[config.mk]
export PLATFORM = sky130hd
export DESIGN_NAME = if_id_buf_flat
export DESIGN_NICKNAME = d
export VERILOG_FILES = /design/src/rtl/if_id_buf_pkg.sv /design/src/rtl/if_id_buf_if.sv /design/src/rtl/if_id_buf_fifo.sv /design/src/rtl/if_id_buf.sv /design/src/flat_wrapper.sv
export SDC_FILE = /design/constraint.sdc
export NUM_CORES = 1
export LEC_CHECK = 0
export CAP_MARGIN = 20
export CELL_PAD_IN_SITES_DETAIL_PLACEMENT = 1
export CELL_PAD_IN_SITES_GLOBAL_PLACEMENT = 1
export CORE_AREA = 4 4 121 123
export DETAILED_ROUTE_END_ITERATION = 6
export DIE_AREA = 0 0 125 127
export PLACE_DENSITY = 0.81
export SLEW_MARGIN = 40
export SYNTH_ARGS = -nofsm -noshare
export SYNTH_HDL_FRONTEND = slang
export SYNTH_HIERARCHICAL = 1
export SYNTH_SLANG_ARGS = --single-unit
[constraint.sdc]
create_clock -name clk -period 3.45 [get_ports clk]
set_input_delay 0.345 -clock clk [delete_from_list [all_inputs] [get_ports clk]]
set_output_delay 0.345 -clock clk [all_outputs]
set_load 0.01 [all_outputs]
[src/rtl/if_id_buf_pkg.sv]
// if_id_buf_pkg: shared constants for the IF->ID decoupling buffer.
//  RST_ENABLE    level of rst that resets the block (active-low)
//  CHIP_ENABLE   generic enable level used by the fetch side
//  cnt_w()       width of an occupancy counter able to hold 0..depth
package if_id_buf_pkg;

  localparam logic RST_ENABLE   = 1'b0;
  localparam logic CHIP_ENABLE  = 1'b1;
  localparam logic CHIP_DISABLE = 1'b0;

  // Occupancy must represent DEPTH itself, hence one bit beyond the pointer.
  function automatic int cnt_w(input int depth);
    return $clog2(depth) + 1;
  endfunction

endpackage

[src/rtl/if_id_buf_if.sv]
// if_id_buf_if: fetch/decode handshake bundle around the IF->ID buffer.
//  if_valid/if_pc/if_inst/if_ready  fetch side (ready flows back to PC stage)
//  flush                            redirect, discards everything held
//  id_valid/id_pc/id_inst/id_ready  decode side
//  master: the surrounding pipeline; slave: the buffer.
interface if_id_buf_if #(
  parameter int ADDR_W = 32,
  parameter int INST_W = 32
);
  logic              if_valid;
  logic [ADDR_W-1:0] if_pc;
  logic [INST_W-1:0] if_inst;
  logic              if_ready;
  logic              flush;
  logic              id_valid;
  logic [ADDR_W-1:0] id_pc;
  logic [INST_W-1:0] id_inst;
  logic              id_ready;

  modport master (
    output if_valid, if_pc, if_inst, flush, id_ready,
    input  if_ready, id_valid, id_pc, id_inst
  );

  modport slave (
    input  if_valid, if_pc, if_inst, flush, id_ready,
    output if_ready, id_valid, id_pc, id_inst
  );
endinterface

[src/rtl/if_id_buf_fifo.sv]
// if_id_fifo: circular FIFO storage for the IF->ID buffer.
//  clk, rst   clock, synchronous active-low reset
//  clr        synchronous clear of pointers/occupancy (flush)
//  push/wdata write an entry (ignored when full)
//  pop        retire the head (ignored when empty)
//  rdata      head entry, straight from the storage array
//  full/empty occupancy flags, registered state only
module if_id_fifo
  import if_id_buf_pkg::*;
#(
  parameter int W     = 64,
  parameter int DEPTH = 2
) (
  input  logic         clk,
  input  logic         rst,
  input  logic         clr,
  input  logic         push,
  input  logic [W-1:0] wdata,
  input  logic         pop,
  output logic [W-1:0] rdata,
  output logic         full,
  output logic         empty
);

  localparam int PW = $clog2(DEPTH);
  localparam int CW = cnt_w(DEPTH);

  logic [W-1:0]  mem [DEPTH];
  logic [PW-1:0] wr_ptr, rd_ptr;
  logic [CW-1:0] count;
  logic          wr_en, rd_en;

  assign full  = (count == CW'(DEPTH));
  assign empty = (count == '0);
  assign wr_en = push && !full;
  assign rd_en = pop && !empty;
  assign rdata = mem[rd_ptr];

  // DEPTH is a power of two, so pointers wrap by plain overflow.
  always_ff @(posedge clk) begin
    if (rst == RST_ENABLE || clr) begin
      wr_ptr <= '0;
      rd_ptr <= '0;
      count  <= '0;
    end else begin
      if (wr_en) wr_ptr <= wr_ptr + 1'b1;
      if (rd_en) rd_ptr <= rd_ptr + 1'b1;
      case ({wr_en, rd_en})
        2'b10:   count <= count + 1'b1;
        2'b01:   count <= count - 1'b1;
        default: count <= count;
      endcase
    end
  end

  // Storage carries no reset; only the pointers decide what is live.
  always_ff @(posedge clk) begin
    if (wr_en) mem[wr_ptr] <= wdata;
  end

endmodule

[src/rtl/if_id_buf.sv]
// if_id_buf: IF->ID decoupling buffer holding {pc, inst} pairs.
//  clk        rising-edge clock
//  rst        synchronous reset, active-low
//  bus        if_id_buf_if.slave: fetch handshake (if_*), flush, decode handshake (id_*)
//  stall_cnt  cycles with if_valid && !if_ready    (IF_ID_PERF_EN only)
//  bubble_cnt cycles with id_ready && !id_valid    (IF_ID_PERF_EN only)
// Optional feature: define IF_ID_PERF_EN to add the two 32-bit wrapping perf
// counters; they are cleared by reset only, never by flush.
// Outputs come from registered state only: if_ready depends on occupancy, not
// on id_ready, so there is no combinational path across the buffer.
module if_id_buf
  import if_id_buf_pkg::*;
#(
  parameter int ADDR_W = 32,
  parameter int INST_W = 32,
  parameter int DEPTH  = 2
) (
  input  logic        clk,
  input  logic        rst,
  if_id_buf_if.slave  bus
`ifdef IF_ID_PERF_EN
  ,
  output logic [31:0] stall_cnt,
  output logic [31:0] bubble_cnt
`endif
);

  localparam int W = ADDR_W + INST_W;

  logic         push, pop;
  logic         full, empty;
  logic [W-1:0] rdata;

  // flush voids both the incoming entry and the same-cycle pop.
  assign push = bus.if_valid && !full && !bus.flush;
  assign pop  = !empty && bus.id_ready && !bus.flush;

  if_id_fifo #(
    .W     (W),
    .DEPTH (DEPTH)
  ) u_fifo (
    .clk   (clk),
    .rst   (rst),
    .clr   (bus.flush),
    .push  (push),
    .wdata ({bus.if_pc, bus.if_inst}),
    .pop   (pop),
    .rdata (rdata),
    .full  (full),
    .empty (empty)
  );

  assign bus.if_ready = !full;
  assign bus.id_valid = !empty;
  // Empty buffer presents pc 0 and a NOP so decode never sees stale storage.
  assign bus.id_pc    = empty ? '0 : rdata[W-1 -: ADDR_W];
  assign bus.id_inst  = empty ? '0 : rdata[INST_W-1:0];

`ifdef IF_ID_PERF_EN
  always_ff @(posedge clk) begin
    if (rst == RST_ENABLE) begin
      stall_cnt  <= '0;
      bubble_cnt <= '0;
    end else begin
      if (bus.if_valid && full)  stall_cnt  <= stall_cnt + 32'd1;
      if (bus.id_ready && empty) bubble_cnt <= bubble_cnt + 32'd1;
    end
  end
`endif

endmodule

[src/flat_wrapper.sv]
// flat-port wrapper written by rule: the top's interface ports become plain ports
module if_id_buf_flat import if_id_buf_pkg::*;
#(
  parameter int ADDR_W = 32,
  parameter int INST_W = 32,
  parameter int DEPTH  = 2
)
  (clk, rst, bus_if_valid, bus_if_pc, bus_if_inst, bus_flush, bus_id_ready, bus_if_ready, bus_id_valid, bus_id_pc, bus_id_inst);
  if_id_buf_if #(.ADDR_W(ADDR_W), .INST_W(INST_W)) bus_i ();
  input  logic clk;
  input  logic rst;
  input wire logic [$bits(bus_i.if_valid)-1:0] bus_if_valid;
  input wire logic [$bits(bus_i.if_pc)-1:0] bus_if_pc;
  input wire logic [$bits(bus_i.if_inst)-1:0] bus_if_inst;
  input wire logic [$bits(bus_i.flush)-1:0] bus_flush;
  input wire logic [$bits(bus_i.id_ready)-1:0] bus_id_ready;
  output wire logic [$bits(bus_i.if_ready)-1:0] bus_if_ready;
  output wire logic [$bits(bus_i.id_valid)-1:0] bus_id_valid;
  output wire logic [$bits(bus_i.id_pc)-1:0] bus_id_pc;
  output wire logic [$bits(bus_i.id_inst)-1:0] bus_id_inst;
  assign bus_i.if_valid = bus_if_valid;
  assign bus_i.if_pc = bus_if_pc;
  assign bus_i.if_inst = bus_if_inst;
  assign bus_i.flush = bus_flush;
  assign bus_i.id_ready = bus_id_ready;
  assign bus_if_ready = bus_i.if_ready;
  assign bus_id_valid = bus_i.id_valid;
  assign bus_id_pc = bus_i.id_pc;
  assign bus_id_inst = bus_i.id_inst;
  if_id_buf #(.ADDR_W(ADDR_W), .INST_W(INST_W), .DEPTH(DEPTH)) u_core (.clk(clk), .rst(rst), .bus(bus_i));
endmodule
== Word-level counts from Yosys, hierarchy flattened ==
Memory sizes are Yosys's and may differ from the RTL's. A register that Yosys moved wholly into a read port is not among the register bits.
Cells that the tools add are included.
Storage, ports and cells
  flip-flop bits (word level): 4
  RAM bits: 128
  input port bits: 69
  output and inout port bits: 66
  logic and storage cells: 31
  memories kept: 1
Operators by class
  add/sub/neg operators: 4
  eq/ne operators: 3
  mux-type cells: 7
  bitwise logic cells: 1
  reduce and logical (&&, ||, !) cells: 12
Memories
  u_core.u_fifo.mem: depth 2, bits a word 64, rd ports 1, clocked after Yosys merged registers in 1, write ports 1, RTL line if_id_buf_fifo.sv:28  | logic [W-1:0] mem [DEPTH];
Operators by type and width (count)
  $mux W32: 2
  $logic_and A1 B1 Y1: 6
  $eq A2 B2 Y1 const B: 2
  $mux W1: 4
  $pmux W2 S2: 1
  $logic_not A1 Y1: 3
  $add A1 B1 Y1 const B: 2
  $add A2 B1 Y2 const B: 1
  $eq A2 B1 Y1 const B: 1
  $logic_not A2 Y1: 1
  $reduce_bool A2 Y1: 1
  $sub A2 B1 Y2 const B: 1
  $logic_or A1 B1 Y1: 1
  $not A1 Y1: 1

== Logic depth before layout (Yosys ltp) ==
  depth after elaboration: 7
  depth in mapped cells: 8
  mapped depth without buffers: 8

== By module ==
The synthesis kept the hierarchy.
By module, submodules not included
  if_id_fifo: times used 1, cells an instance 226, area each 4829.6 µm², seq. area each 3943.8 µm²
  if_id_buf: times used 1, cells an instance 75, area each 485.5 µm², seq. area each 0.0 µm²

== Worst setup path before layout ==
OpenSTA, ideal clock, no wires.
  kind: reg2reg
  start point: register u_core.u_fifo.count[0]
  end point: memory u_core.u_fifo.mem[0][0] (enable)
  library setup time: 0.418 ns
  data arrival time: 2.535 ns
  required time: 3.032 ns
  path slack: 0.497 ns
  cell stages (with the launch flop): 7
  buffers on the path: 0
  clock period less this slack: 2.953 ns
  cells stage by stage: dfxtp_1 nand2b_2 inv_2 nor3b_1 inv_1 or3_1 inv_1
Between the ends
  longest elaborated chain between the ends: 7
RTL lines
  from (decl): RTL line if_id_buf_fifo.sv:30  | logic [CW-1:0] count;
  from (signal assigned): RTL line if_id_buf_fifo.sv:49  | 2'b10: count <= count + 1'b1;
  from (signal assigned): RTL line if_id_buf_fifo.sv:50  | 2'b01: count <= count - 1'b1;
  from (signal assigned): RTL line if_id_buf_fifo.sv:51  | default: count <= count;
  $eq A2 B2 Y1: RTL line if_id_buf_fifo.sv:33  | assign full = (count == CW'(DEPTH));
  via u_core.full: RTL line if_id_buf.sv:31  | logic full, empty;
  $logic_not A1 Y1: RTL line if_id_buf.sv:35  | assign push = bus.if_valid && !full && !bus.flush;
  $logic_and A1 B1 Y1 (2 in a row): RTL line if_id_buf.sv:35
  via u_core.push: RTL line if_id_buf.sv:30  | logic push, pop;
  $logic_and A1 B1 Y1: RTL line if_id_buf_fifo.sv:35  | assign wr_en = push && !full;
  $mux W1: RTL line if_id_buf_fifo.sv:58  | if (wr_en) mem[wr_ptr] <= wdata;
  $mux W1 (not written as such): RTL line if_id_buf_fifo.sv:58
  to (decl): RTL line if_id_buf_fifo.sv:28
The timed path passes the listed nets, and every way through them passes these cells.

== Worst setup path in the final report ==
  start point: register u_core.u_fifo.count[1]
  end point: output bus_id_pc[2]
Between the ends
  longest elaborated chain between the ends: 2
RTL lines
  $logic_not A2 Y1: RTL line if_id_buf_fifo.sv:34  | assign empty = (count == '0);
  via u_core.empty: RTL line if_id_buf.sv:31
  $mux W32: RTL line if_id_buf.sv:56  | assign bus.id_pc = empty ? '0 : rdata[W-1 -: ADDR_W];
  to (decl): RTL line flat_wrapper.sv:19  | output wire logic [$bits(bus_i.id_pc)-1:0] bus_id_pc;
The timed path passes the listed nets, and every way through them passes these cells.

==> run metrics <==
Post-Syn Area=5320 sq um; largest family of logic cells by synthesized area=multiplexers; Final Instance Area=7460 sq um; Setup crit start kind=flip-flop; die height=127 um; clock latency on the worst-skew pair=0.40 ns; Final Hold Vio Count=0; detailed router's first-iteration violation count=125; CTS clk-pin slew, worst paths=0.05 ns; Routed Antenna Nets=0; WP depth=4; post-CTS repair timing setup buffer count=0; Slew HR=0.485; asr flop ratio synth=0; Top FF cell, synth=edfxtp_1; first-pass GRT wire length=17,500 um; Post-Synth XOR/XNOR Area=0.00494; actual slew at the worst max-slew pin=0.771 ns; clock period minus worst slack=2.67 ns; # nets final=515; port bufs=134; WS Path Type=flip-flop to output port; leakage=2.42 nW; dpl cell area=6860 sq um; I/O Pins=135; die area=15,900 sq um; Diodes inserted=0; Tot Pwr=3.83 mW; critical path endpoint category=output port; worst-case clock buffer depth=2; post-synth net total=371; Reg area=3950 sq um; Core Area=13,700 sq um; CP Cell Sequence=nor2_4, buf_12, nor2b_1, clkdlybuf4s50_1; 1st-pass router iterations=4; clock sinks=133; Rows=43; Simple-Gate Fraction of Synth Area=0.0880; most numerous cell in the Yosys netlist=edfxtp_1; Netlist cell types=22; Syn Area/Cell=17.7 sq um; grt total ovfl=0; # setup viols final=0; CTS tree=yes; largest net degree at the start of global routing=65; cts bufs inserted=17; Worst Path Max Fanout=38; Syn. warnings=6; hold path depth=2; Layout area overhead=40.4%; Via-to-Cell Ratio=4.54; Syn Inst Count=301; Setup TNS Final=0 ns; PostCTS Resize Cnt=0; worst path bufs/invs=2; RePlAce Congestion=0.750; Worst EP arrival=2.32 ns; Post-Synth Adder-Cell Area=0.00235; CTS root buf=clkbuf_16; Filler Cells Inserted=1,328; final wirelength=11,000 um; Synth area leaders=edfxtp_1 (72%), mux2_2 (14%), nor2b_1 (7.5%); delay-heaviest family, CP=buffers and inverters; Fmax achieved=375 MHz; R2R depth=7; RSZ-0062 raised after global routing=false; WL/cell=17.2 um; Die W=125 um; ratio of final minimum period to clock period=0.773; clock skew=0.0114 ns; mux contribution to synthesized area=0.136; Yosys top cell area share=0.723; worst min path class=flip-flop to flip-flop; Post-route DRC=0; CP max stage delay=0.63 ns; initial antenna violation count=0; Max Cap Viol=0; Pwr per Cell Area=513 nW/um^2; DPL Wire Length=7250 um; EDFF count, synth=128; status=finished, final reports clean; Yosys reg bits=133; H-tree Lvls=4; multi-input logic area=1270 sq um; max-slew violation count=0; top cells by count, synth=edfxtp_1 (128), mux2_2 (64), nor2b_1 (64), buf_2 (9), dfxtp_1 (5); hold buffer count at CTS=0; total track usage=0.142; fraction of layout cells with a size suffix above 1=0.225; maximum vdd drop=0.295 mV; vias in the first global route=3,238; via count=2,894; Slowest cell on crit path=nor2_4; Synth Area in Compound Gates=0.00518; starting density of the core=0.389; Worst EP required=3.11 ns; area leader, netlist=edfxtp_1; register area share after synthesis=0.742
-- routing by layer --
| layer | global-route usage | up-vias | share of wire |
|---|---|---|---|
| li1 | - | 1394 | - |
| met1 | 0.171 | 1415 | 0.43 |
| met2 | 0.246 | 78 | 0.52 |
| met3 | 0.0431 | 7 | 0.043 |
| met4 | 0.0459 | 0 | 0.0079 |
| met5 | 0 | - | 0 |
-- worst register-to-register path, delay by kind of cell (launching register included) --
| family | cells | cell delay (ns) |
|---|---|---|
| simple gates | 3 | 0.94 |
| buf+inv | 4 | 0.62 |
| flops | 1 | 0.48 |
-- registers in the layout (all words and copies together) (netlist names), named ones only --
signal	cells
u_core/u_fifo/count	2
u_core/u_fifo/mem	128
u_core/u_fifo/rd_ptr	1
u_core/u_fifo/wr_ptr	1
-- layout make-up --
| cell class | instances | area share |
|---|---|---|
| repair buffers | 139 | 0.190 |
| clock inverters | 12 | 0.0208 |
| multi-input cells | 149 | 0.170 |
| clock buffers | 19 | 0.0580 |
| well taps | 180 | 0.0302 |
| flip-flops and latches | 133 | 0.529 |
| inverters | 5 | 0.00251 |
-- where the power goes --
| group | total [mW] | leakage [nW] | switching [mW] | internal (mW) |
|---|---|---|---|---|
| clock | 1.77 | 0.274 | 0.639 | 1.13 |
| sequential | 1.83 | 1.22 | 0.0105 | 1.82 |
| combinational | 0.230 | 0.932 | 0.0896 | 0.140 |
-- cell usage in the layout (no fill, tap or decap), drive strengths merged --
master / instances
o21ai: 2
nand2b: 2
dfxtp: 5
buf: 5
o21a: 1
bufinv: 3
ha: 1
a21oi: 2
clkinv: 3
xnor2: 2
nor3b: 2
nand2: 1
inv: 7
nor2b: 64
or3: 2
clkbuf: 19
xor2: 1
mux2: 64
edfxtp: 128
clkdlybuf4s50: 134
clkinvlp: 4
and3: 1
nor2: 4
-- kinds of logic after synthesis --
family	Yosys count
flops	133
simple gates	76
fa+ha+maj	1
compound gates	5
mux	64
buf+inv	19
xor+xnor	3
-- metrics by stage --
stage / hold WS (ns) / setup WS [ns] / std cells / util
after floorplan: 0.444 / 0.497 / 301 / -
after global placement: 0.483 / 1.04 / 604 / 0.500
after detailed placement: 0.501 / 0.976 / 605 / 0.502
after CTS: 0.508 / 0.619 / 636 / 0.545
after global routing: 0.509 / 0.618 / 637 / 0.546
final: 0.515 / 0.785 / 637 / 0.546
-- path summary, 6_finish.rpt --
check | start | to | slack (ns)
setup / recovery | u_core/u_fifo/count[1] | bus_id_pc[2] | 0.78
hold / removal | u_core/u_fifo/wr_ptr | u_core/u_fifo/wr_ptr | 0.52
setup reg to reg | u_core/u_fifo/count[0] | u_core/u_fifo/mem[0][0] | 1.02
hold reg to reg | u_core/u_fifo/wr_ptr | u_core/u_fifo/wr_ptr | 0.52
Note: power is estimated with default switching activity, not from simulation.
